`src/rtl/inst_queue.sv`:
```
// Fetch-to-decode instruction queue: circular FIFO of {pc, inst, illegal} with single-cycle flush.
// Optional stall counter enabled by defining INST_QUEUE_STALL_CNT_EN.
module inst_queue #(
    parameter int DEPTH = 4
) (
    input  logic                     clk,
    input  logic                     rst,
    input  logic                     flush,
    input  logic                     in_valid,
    input  logic [63:0]              in_pc,
    input  logic [31:0]              in_inst,
    output logic                     in_ready,
    output logic                     out_valid,
    output logic [63:0]              out_pc,
    output logic [31:0]              out_inst,
    output logic                     out_illegal,
    input  logic                     out_ready,
`ifdef INST_QUEUE_STALL_CNT_EN
    output logic [63:0]              stall_cnt,
`endif
    output logic [$clog2(DEPTH):0]   count
);

    localparam int AW = $clog2(DEPTH);
    localparam int CW = AW + 1;
    localparam logic [CW-1:0] FULL = CW'(DEPTH);

    logic [63:0]   pc_mem   [DEPTH];
    logic [31:0]   inst_mem [DEPTH];
    logic          ill_mem  [DEPTH];
    logic [AW-1:0] rptr;
    logic [AW-1:0] wptr;
    logic [CW-1:0] cnt;
    logic          enq;
    logic          deq;

    assign in_ready  = (cnt != FULL);
    assign out_valid = (cnt != '0);
    assign enq       = in_valid && in_ready && !flush;
    assign deq       = out_valid && out_ready && !flush;
    assign count     = cnt;

    always_comb begin
        out_pc      = '0;
        out_inst    = '0;
        out_illegal = 1'b0;
        if (out_valid) begin
            out_pc      = pc_mem[rptr];
            out_inst    = inst_mem[rptr];
            out_illegal = ill_mem[rptr];
        end
    end

    // Slot contents are left unreset; only pointers and occupancy matter.
    always_ff @(posedge clk) begin
        if (enq) begin
            pc_mem[wptr]   <= in_pc;
            inst_mem[wptr] <= in_inst;
            ill_mem[wptr]  <= (in_inst[1:0] != 2'b11);
        end
    end

    always_ff @(posedge clk) begin
        if (rst || flush) begin
            rptr <= '0;
            wptr <= '0;
            cnt  <= '0;
        end else begin
            if (enq) wptr <= wptr + AW'(1);
            if (deq) rptr <= rptr + AW'(1);
            case ({enq, deq})
                2'b10:   cnt <= cnt + CW'(1);
                2'b01:   cnt <= cnt - CW'(1);
                default: cnt <= cnt;
            endcase
        end
    end

`ifdef INST_QUEUE_STALL_CNT_EN
    // Flush does not clear this; it tracks fetch back-pressure over the whole run.
    always_ff @(posedge clk) begin
        if (rst) begin
            stall_cnt <= '0;
        end else if (in_valid && !in_ready && (stall_cnt != '1)) begin
            stall_cnt <= stall_cnt + 64'd1;
        end
    end
`endif

endmodule
```
`config.mk`:
```
export PLATFORM = sky130hd
export DESIGN_NAME = inst_queue
export DESIGN_NICKNAME = d
export VERILOG_FILES = /design/src/rtl/inst_queue.sv
export SDC_FILE = /design/constraint.sdc
export NUM_CORES = 1
export LEC_CHECK = 0
export BUFFER_PORTS_ARGS = -buffer_cell sky130_fd_sc_hd__buf_2
export CAP_MARGIN = 30
export CORE_MARGIN = 2
export CORE_UTILIZATION = 55
export CTS_CLUSTER_DIAMETER = 60
export DETAILED_ROUTE_END_ITERATION = 10
export PLACE_DENSITY = 0.85
export SYNTH_ARGS = -nofsm -noshare
export SYNTH_HDL_FRONTEND = slang
export SYNTH_SLANG_ARGS = --single-unit
```
`constraint.sdc`:
```
create_clock -name clk -period 3.9 [get_ports clk]
set_input_delay 0.195 -clock clk [delete_from_list [all_inputs] [get_ports clk]]
set_output_delay 0.195 -clock clk [all_outputs]
set_load 0.005 [all_outputs]
```
# Word-level counts from Yosys, hierarchy flattened
# Memory sizes are Yosys's and may differ from the RTL's. A register that Yosys moved wholly into a read port is not among the register bits.
# Cells that the tools add are included.
# totals
n_memories	3
register_bits	7
output_inout_bits	102
ram_bits	388
in_bits	101
# memory_table
memory	depth	word_bits	rd	rd_ports_with_merged_regs	write_ports	line	rtl
pc_mem	4	64	1	1	1	28	logic [63:0] pc_mem [DEPTH];
inst_mem	4	32	1	1	1	29	logic [31:0] inst_mem [DEPTH];
ill_mem	4	1	1	1	1	30	logic ill_mem [DEPTH];
# op_classes
mux	12
eq_ne	4
reduce_logical	8
add_sub_neg	4
# ops
operator	count
two-way mux 64 bit	1
two-way mux 32 bit	1
two-way mux 2 bit	6
case mux 3 bit (2 select lines)	1
adder 2 x 1 -> 2 bit (second input constant)	2
logical AND 1 bit	4
adder 3 x 1 -> 3 bit (second input constant)	1
two-way mux 1 bit	3
inequality test 3 bit (second input constant)	1
nonzero test 3 bit	1
subtractor 3 x 1 -> 3 bit (second input constant)	1
equality test 2 x 1 -> 1 bit (second input constant)	1
equality test 2 bit (second input constant)	1
inequality test 2 bit (second input constant)	1
nonzero test 2 bit	1
zero test 1 bit	1
logical OR 1 bit	1

# Depth between registers and ports, before layout
# logic_depth
depth_word	5
depth_mapped	10

# Least setup slack after synthesis
# Ideal clock, no wire load.
# synth_timing
kind	flip-flop to flip-flop
start	reg cnt[0] (netlist: count[0])
end	mem ill_mem[0], enable pin
arrival_time_ns	2.995
required_time_ns	3.433
path_stages_with_launch	4
slack_ns	0.437
cell_sequence	dfxtp_1 > or3b_1 > buf_2 > and3_1
# synth_between
elab_chain_len	5
# synth_rtl
item	line	rtl
start: declaration	33	logic [CW-1:0] cnt;
start signal: assignment	72	2'b10: cnt <= cnt + CW'(1);
start signal: assignment	73	2'b01: cnt <= cnt - CW'(1);
start signal: assignment	74	default: cnt <= cnt;
inequality test 3 bit	37	assign in_ready = (cnt != FULL);
named net in_ready	12	output logic in_ready,
logical AND 1 bit (2 in series)	39	assign enq = in_valid && in_ready && !flush;
two-way mux 1 bit	56	if (enq) begin
two-way mux 1 bit (not written as such)	59	ill_mem[wptr] <= (in_inst[1:0] != 2'b11);
end: declaration	30	
# The timed path passes the listed nets, and every way through them passes these cells.

==> results.md <==
- Clock buffer count from CTS: 39
- Mapped Cells: 671
- Final core occ: 69.5%
- Slowest stage cell on the critical path: buf_4
- HPWL Detailed: 16,600 µm
- Die area: 0.0288 mm²
- Setup Viol. Count Final: 0
- Net Sw Frac: 18.9%
- Fin. Hold Viols: 0
- Drt pass-1 iters: 5
- Yosys Warn Count: 0
- Crit start category: register
- Post-cts sizing count: 0
- Leakage power: 6.50 nW
- Final nets: 1,093
- Initial core utilization: 56.1%
- Avg Cell Area, Syn: 22.5 µm²
- Initial DRC Count: 616
- Placement Rows: 60
- Fin crit share: 68.8%
- Final Non-Filler Cells: 1,355
- Synthesis-to-finish area growth: 23.8%
- First-pass GRT wire length: 44,600 µm
- Peak supply drop: 0.461 mV
- Clock H-tree levels: 2
- Most frequent cells in the layout: 388 x edfxtp_1, 202 x buf_2, 98 x and2_1, 97 x mux4_2, 96 x dlygate4sd3_1
- I/O Pins: 203
- IO buf count: 202
- Vias per inst: 5.55
- CTS root buf: clkbuf_16
- Delay-heaviest family, CP: buffers and inverters
- Cell-by-cell trace of the critical path: buf_4 -> mux4_2 -> and2_1 -> buf_2
- Clock transition at the registers of the reported paths: 0.05 ns
- Placed Cells: 1,190
- CP peak stage delay: 0.63 ns
- Status: finished, final reports clean
- Final Power: 0.00868 W
- Top cell type by total area after synthesis: edfxtp_1
- Proportion of power drawn by flip-flops and latches: 54.9%
- GRT Total Usage: 20.7%
- WL/cell: 21.8 µm
- Worst Hold Class: in -> reg
- Max-slew violations: 0
- Slew HR: 44.7%
- Post-CTS setup buffer count: 0
- Core Region: 0.0270 mm²
- Via count: 7,526
- CTS tree: built
- Power share of the combinational group: 4.3%
- Max Cap Viol: 0
- Crit Path Class: reg -> out
- Post-DRT Antenna Nets: 0
- Crit path DAT: 2.49 ns
- Unique cell type count in the Yosys netlist: 27
- Mapped Nets: 778
- Worst path bufs/invs: 2
- GPL Wtd Cong: 0.734
- Total Wirelength: 29,600 µm
- CP Capture Type: primary output
- Post-synthesis cell area: 0.0151 mm²
- # DRC: 0
- Pin count of the biggest net entering global routing: 63
- Synth top area share: 77.0%
- Max Freq: 373 MHz
- WP data required: 3.70 ns
- Clock share of power: 40.8%
- Cell Pwr Density: 463 mW/mm²
- Post-synthesis register bit count: 397
- Leading cell type in the layout, fill and taps excluded: edfxtp_1
- Sw Pwr: 0.00164 W
- Internal power: 0.00703 W
- Vias in the first global route: 7,952
- Clock buffer depth: 3
- Clock Latency Late Sink: 0.51 ns
- Tmin final: 2.68 ns
- Worst-margin pin slew: 0.830 ns
- Horiz. Die Dim: 170 µm
- Area contributors post-synth: edfxtp_1 77%, mux4_2 14%, and2_1 4.1%
- Unrepaired setup endpoints after global routing: false
- Final Skew: 0.0136 ns
- Die Y: 170 µm
- Critical Path Fanout Max: 41
- Hold Buf Count CTS: 96
- WHS: 0.0349 ns
- Sequential fraction of the synthesis area: 78.2%
- Setup TNS: 0 ns
- Layout cell share with drive strength beyond 1: 36.4%
- Remaining global-route overflow: 0
- Antenna violations before repair: 1
- TritonCTS Sinks: 397
## power groups by stage
stage               logic, W  clock network [W]  registers [W]
floorplan           0.000133                  0        0.00485
global placement    0.000283                  0        0.00485
detailed placement  0.000297                  0        0.00485
CTS                 0.000377            0.00360        0.00476
global route        0.000407            0.00378        0.00476
finish              0.000377            0.00354        0.00476
## final timing paths
path / start / to / slack [ns] / depth (start not counted)
max: register / out_pc[14] / 1.22 / 4
min: rst / wptr[1] / 0.03 / 4
max reg2reg: count[2] / count[2] / 1.42 / 9
min reg2reg: rptr[1] / rptr[1] / 0.54 / 2
## cell type report
cell class / count / area, µm²
inverter: 6 / 22.5
timing repair buffer: 309 / 2140
multi-input combinational: 233 / 3090
tap: 341 / 427
fill: 1603 / 8220
antenna: 1 / 2.50
clock inverter: 18 / 160
sequential: 397 / 11800
clock buffer: 50 / 1050
## metal layers
| metal | global-route usage (%) | wire length, µm |
|---|---|---|
| met1 | 27.7 | 12200 |
| met4 | 5.50 | 531 |
| met5 | 0 | 0 |
| met2 | 35.2 | 15200 |
| met3 | 4.19 | 1750 |
## synthesized netlist by cell type
cell	count
clkbuf_1	17
xor2_1	4
a21oi_1	3
o21ai_0	1
buf_2	12
buf_8	4
fa_1	1
or3_1	2
nand2_1	1
a21o_1	1
dfxtp_1	9
edfxtp_1	388
and3_1	4
or3b_1	1
o311ai_0	1
nand4_1	1
or2_2	1
o31ai_1	2
nand3_1	1
nor2_1	8
clkbuf_2	1
nor2b_1	1
mux4_2	97
and2_1	98
ha_1	5
inv_1	6
buf_6	1
## metrics by stage
stage                     setup WS (ns)  instance area, µm²
after detailed placement           1.45               16600
after CTS                          1.13               18700
after floorplan                   0.437               15100
final                              1.22               18700
after global placement             1.53               16600
after global routing               1.07               18700
## flip-flops by register name, indices dropped and copies added (netlist names), named ones only
name,flops
pc_mem,256
wptr,2
count,3
rptr,2
ill_mem,4
inst_mem,128
## kinds of logic (layout without fill, tap and decap cells)
| kind of cell | Yosys count | after routing | share of synthesized area, % |
|---|---|---|---|
| AO/OA/AOI/OAI | 8 | 8 | 0.339 |
| XOR/XNOR | 4 | 4 | 0.232 |
| adder cells (fa/ha/maj) | 6 | 6 | 0.546 |
| buffers and inverters | 41 | 383 | 1.47 |
| flip-flops | 397 | 397 | 78.2 |
| multiplexers | 97 | 97 | 14.4 |
| other | 0 | 1 | 0 |
| AND/OR/NAND/NOR | 118 | 118 | 4.74 |
## tightest hold or removal path, delay by kind of cell
family                 cells  cell delay [ns]
AND/OR/NAND/NOR            2             0.13
AO/OA/AOI/OAI              1             0.06
buffers and inverters      1             0.10
Power figures use the tool's default switching activity.
